$ cat src/rtl/microwave_pkg.sv
// rtl/microwave_pkg.sv - shared types, limits and clamp helpers for the microwave timer path
package microwave_pkg;

  typedef enum logic [1:0] {
    IDLE  = 2'd0,
    READY = 2'd1,
    RUN   = 2'd2
  } state_t;

  localparam int MIN_W   = 7;
  localparam int SEC_W   = 6;
  localparam int MIN_MAX = 99;
  localparam int SEC_MAX = 59;

  function automatic logic [MIN_W-1:0] clamp_min(input logic [MIN_W-1:0] v);
    return (v > MIN_W'(MIN_MAX)) ? MIN_W'(MIN_MAX) : v;
  endfunction

  function automatic logic [SEC_W-1:0] clamp_sec(input logic [SEC_W-1:0] v);
    return (v > SEC_W'(SEC_MAX)) ? SEC_W'(SEC_MAX) : v;
  endfunction

endpackage

$ cat src/rtl/bin2bcd_99.sv
// rtl/bin2bcd_99.sv - converts a binary value 0-99 to two BCD digits
module bin2bcd_99 (
  input  logic [6:0] bin,
  output logic [3:0] tens,
  output logic [3:0] ones
);

  logic [6:0] q;
  logic [6:0] r;

  always_comb begin
    q    = bin / 7'd10;
    r    = bin % 7'd10;
    tens = q[3:0];
    ones = r[3:0];
  end

endmodule

$ cat src/rtl/cook_timer.sv
// rtl/cook_timer.sv - mm:ss countdown timer driven by the controller Heat/Close outputs
module cook_timer
  import microwave_pkg::*;
#(
  parameter int TICK_DIV = 100
) (
  input  logic             clk,
  input  logic             sys_reset_n,
  input  logic             clear,
  input  logic             load,
  input  logic [MIN_W-1:0] load_min,
  input  logic [SEC_W-1:0] load_sec,
  input  logic             Heat,
  input  logic             Close,
  output logic             done,
  output logic             running,
  output logic [MIN_W-1:0] rem_min,
  output logic [SEC_W-1:0] rem_sec,
  output logic [15:0]      bcd
);

  localparam int PW = $clog2(TICK_DIV);
  localparam logic [PW-1:0] WRAP = PW'(TICK_DIV - 1);

  state_t           state, state_n;
  logic [MIN_W-1:0] min_q, min_n;
  logic [SEC_W-1:0] sec_q, sec_n;
  logic [PW-1:0]    presc, presc_n;
  logic             done_q, done_n;

  logic [MIN_W-1:0] cmin;
  logic [SEC_W-1:0] csec;
  logic             load_zero;
  logic             tick;
  logic             last_sec;

  always_ff @(posedge clk) begin
    if (!sys_reset_n) begin
      state  <= IDLE;
      min_q  <= '0;
      sec_q  <= '0;
      presc  <= '0;
      done_q <= 1'b0;
    end else begin
      state  <= state_n;
      min_q  <= min_n;
      sec_q  <= sec_n;
      presc  <= presc_n;
      done_q <= done_n;
    end
  end

  always_comb begin
    cmin      = clamp_min(load_min);
    csec      = clamp_sec(load_sec);
    load_zero = (cmin == '0) && (csec == '0);
    tick      = (presc == WRAP);
    last_sec  = (min_q == '0) && (sec_q == SEC_W'(1));

    state_n = state;
    min_n   = min_q;
    sec_n   = sec_q;
    presc_n = presc;
    done_n  = 1'b0;

    if (clear) begin
      state_n = IDLE;
      min_n   = '0;
      sec_n   = '0;
      presc_n = '0;
    end else begin
      case (state)
        IDLE, READY: begin
          if (load) begin
            min_n   = cmin;
            sec_n   = csec;
            state_n = load_zero ? IDLE : READY;
          end else if (Heat) begin
            // Heat in IDLE releases the controller immediately instead of hanging it
            if (state == IDLE) begin
              done_n = 1'b1;
            end else if (Close) begin
              state_n = RUN;
              presc_n = '0;
            end
          end
        end
        RUN: begin
          if (!Close) begin
            state_n = READY;
            presc_n = '0;
          end else if (tick) begin
            presc_n = '0;
            if (sec_q == '0) begin
              sec_n = SEC_W'(SEC_MAX);
              min_n = min_q - MIN_W'(1);
            end else begin
              sec_n = sec_q - SEC_W'(1);
            end
            if (last_sec) begin
              state_n = IDLE;
              done_n  = 1'b1;
            end
          end else begin
            presc_n = presc + PW'(1);
          end
        end
        default: begin
          state_n = IDLE;
          min_n   = '0;
          sec_n   = '0;
          presc_n = '0;
        end
      endcase
    end
  end

  assign done    = done_q;
  assign running = (state == RUN);
  assign rem_min = min_q;
  assign rem_sec = sec_q;

  bin2bcd_99 u_min_bcd (
    .bin  (min_q),
    .tens (bcd[15:12]),
    .ones (bcd[11:8])
  );

  bin2bcd_99 u_sec_bcd (
    .bin  ({1'b0, sec_q}),
    .tens (bcd[7:4]),
    .ones (bcd[3:0])
  );

endmodule

$ cat config.mk
export PLATFORM = sky130hd
export DESIGN_NAME = cook_timer
export DESIGN_NICKNAME = d
export VERILOG_FILES = /design/src/rtl/microwave_pkg.sv /design/src/rtl/bin2bcd_99.sv /design/src/rtl/cook_timer.sv
export SDC_FILE = /design/constraint.sdc
export NUM_CORES = 1
export LEC_CHECK = 0
export BUFFER_PORTS_ARGS = -buffer_cell sky130_fd_sc_hd__buf_2
export CAP_MARGIN = 0
export CORE_MARGIN = 2
export CORE_UTILIZATION = 50
export DETAILED_ROUTE_END_ITERATION = 8
export GPL_ROUTABILITY_DRIVEN = 0
export PLACE_DENSITY = 0.83
export SLEW_MARGIN = 20
export SYNTH_ARGS = -nofsm -noshare
export SYNTH_HDL_FRONTEND = slang
export SYNTH_SLANG_ARGS = --single-unit
$ cat constraint.sdc
create_clock -name clk -period 3.2 [get_ports clk]
set_input_delay 0.64 -clock clk [delete_from_list [all_inputs] [get_ports clk]]
set_output_delay 0.64 -clock clk [all_outputs]
set_load 0.01 [all_outputs]
==> summary.txt <==
Synth
  – Mapped Cells: roughly 300
  – Most used DFF post-synth: dfxtp_1
  – Mux cell area share after synthesis: under 10%
  – Syn_nets: between 300 and 400
  – Netlist cell types: 65
  – Fraction of registers with async set or reset after synthesis: 0%
  – Warning count from the yosys run: 0
  – Seq cells post-synth: 23
  – Largest family of logic cells by synthesized area: compound AO/OA/AOI/OAI gates
  – Post-Synth Simple-Gate Area: between 20% and 30%
  – Area share of fa/ha/maj cells after synthesis: under 10%
  – Syn Area/Cell: ~7.3 sq um
  – Seq/Total Area, Yosys: between 20% and 30%
  – Post-synth EDFFs: 0
  – Mapped Area: around 0.0022 sq mm
  – Compound-Gate Fraction of Synth Area: 32.5%
  – Post-Synth XOR/XNOR Area: under 10%

GRT
  – Grt total ovfl: 0
  – Largest net degree at the start of global routing: 19
  – Number of global-route vias before repair: 2,261
  – Global-route wire length before repair: 10,200 um
  – Gr usage total: between 20% and 30%
  – Initial antenna violation count: 0

Final layout
  – Commonest non-fill, non-tap cell in the layout: buf_2
  – Final Non-Filler Cells: just over 400
  – Layout cells sized above 1: between 30% and 40%
  – Diode count: 0
  – Nets: roughly 380
  – P&R area growth vs syn: 25.0%
  – Commonest non-fill, non-tap cells in the layout: buf_2 (47), nor2_1 (28), buf_4 (21)

Run
  – Max-cap violations: 0

Power and ir drop
  – Static leakage: between 1 and 1.5 nW
  – Max VDD drop: approximately 0.25 mV
  – Pwr dens: 266 mW/mm^2

Floorplanning
  – Initial Utilization: 51.4%
  – Row Count: 24
  – Die Span Y: roughly 70 um
  – Die footprint: slightly below 0.005 sq mm
  – I/O pin cnt: 50
  – Die Wd: roughly 70 um
  – Core Region: 0.00429 sq mm

Clock network
  – Worst-path clk slew: about 0.08 ns
  – Hold-fix buffers, CTS: 0
  – Clk root buf: clkbuf_8
  – CTS tree: done
  – Clock sinks: 23
  – Longest Clk Path Bufs: 2
  – H-tree Lvls: 1
  – TritonCTS buffer count: 3
  – Worst-Skew Late Latency: about 0.26 ns

Critical path
  – Critical setup path kind: reg2out
  – Crit end category: output port
  – Reg2Reg Depth: 7
  – Crit-path max FO: 3
  – Critical path arrival: ~2.7 ns
  – Worst EP required: roughly 2.6 ns
  – Worst Setup Start Kind: register

STA
  – # setup viols final: 3
  – Slew Viols, Final: 0
  – Final period util: 103%
  – Final hold viol count: 0
  – Fin Clk Skew: 0.00216 ns
  – Rel. slew slack: 48.3%
  – F_max: ~0.30 GHz
  – Worst Tran Pin Value: 0.772 ns
  – Final setup margin: -0.104 ns
  – RSZ-0062 raised after global routing: true
  – Post-layout min period: around 3.3 ns

Drt
  – Routed length per placed instance: 16.1 um
  – Post-DR vias/cell: 6.31
  – # DRC: 0
  – Post-DRT Antenna Nets: 0
  – DR vias: about 2.6k
  – Pre-antenna DRT Iters: 5
  – Initial DRC count: roughly 230
  – Routed WL: around 6500 um

Worst hold path
  – Worst hold-check path type: reg2reg
  – Hold depth: 2

Place
  – Hpwl dp: about 4600 um
  – IO Port Bufs: 48
  – Placed Instances: 392
  – Setup WS pre-CTS: -0.00415 ns

Run status
  – Failing checks: setup timing
  – Status: complete, but fails checks
## registers in the layout, indices dropped and copies added (netlist names)
register,count
rem_sec,6
done,1
rem_min,7
state,2
presc,7
## Yosys cell counts, drive strengths merged, types with 6 or more instances
library cell  number  area share (%)
nand2b             9             2.6
clkbuf             9             1.5
a31oi             10             3.5
dfxtp             23              21
nand3              6             1.4
nor2              32             5.4
a211oi             6             2.0
a21oi             23             5.4
ha                 9             5.1
inv               12             2.0
nor3              13             3.4
xnor2              7             2.8
nor2b              8             2.3
nand2             17             2.9
o21ai             24             5.6
buf               14             3.3
## worst max-delay path, stage by stage, from the launching register on
cell      delay [ns]
dfxtp_2         0.34
nand2b_4        0.15
xnor2_2         0.15
o21ai_1         0.18
a21oi_2         0.07
ha_2            0.21
or4bb_1         0.53
a21oi_2         0.19
a211oi_2        0.07
o211ai_2        0.11
mux2i_1         0.25
buf_2           0.17
## routing by layer
layer	routed length (um)	part of all wire, %	up-vias	track usage (%)
li1	-	-	1223	-
met1	2740	42	1215	31.9
met2	3320	51	112	41.2
met3	389	5.9	12	2.60
met4	103	1.6	0	9.19
met5	0	0	-	0
## layout make-up
type	instances	area, sq um
Clock inverter	1	5.00
Clock buffer	3	41.3
Timing Repair Buffer	71	427
Sequential cell	23	474
Tap cell	52	65.1
Fill cell	366	1540
Inverter	14	52.6
Multi-Input combinational cell	242	1690
## worst paths after layout
| path | start | end | slack [ns] |
|---|---|---|---|
| min | presc[6] | presc[6] | 0.55 |
| max | rem_min[3] | bcd[10] | -0.10 |
| max reg2reg | rem_sec[1] | rem_min[1] | 1.01 |
| min reg2reg | presc[6] | presc[6] | 0.55 |
## cell families (layout without fill, tap and decap cells)
| family | Yosys count | count (layout) |
|---|---|---|
| other cells | 1 | 1 |
| simple gates | 111 | 111 |
| mux | 5 | 5 |
| xor+xnor | 11 | 11 |
| compound gates | 105 | 105 |
| flops | 23 | 23 |
| buf+inv | 37 | 89 |
| fa+ha+maj | 9 | 9 |
## where the power goes
| part | leakage (nW) | switching [mW] | internal [mW] |
|---|---|---|---|
| Combinational | 0.926 | 0.141 | 0.111 |
| Sequential | 0.190 | 0.0110 | 0.292 |
| Clock | 0.0255 | 0.0929 | 0.0869 |
## through the flow
step | area (sq um) | hold slack, ns | power [mW] | utilization [%] | setup TNS, ns
6_report | 2760 | 0.546 | 0.734 | 64.2 | -0.218
5_1_grt | 2760 | 0.579 | 0.773 | 64.2 | -0.794
4_1_cts | 2630 | 0.548 | 0.705 | 61.3 | -0.00293
3_5_place_dp | 2500 | 0.532 | 0.520 | 58.2 | -0.00415
3_3_place_gp | 2500 | 0.500 | 0.515 | 58.2 | 0
2_1_floorplan | 2210 | 0.486 | 0.448 | - | 0
## timing repair
action,CTS,global route
setup buffers,4,6
endpoints found under the setup margin,6,7
pin swaps,7,12
gates resized for setup,21,19
Note: power is estimated with default switching activity, not from simulation.
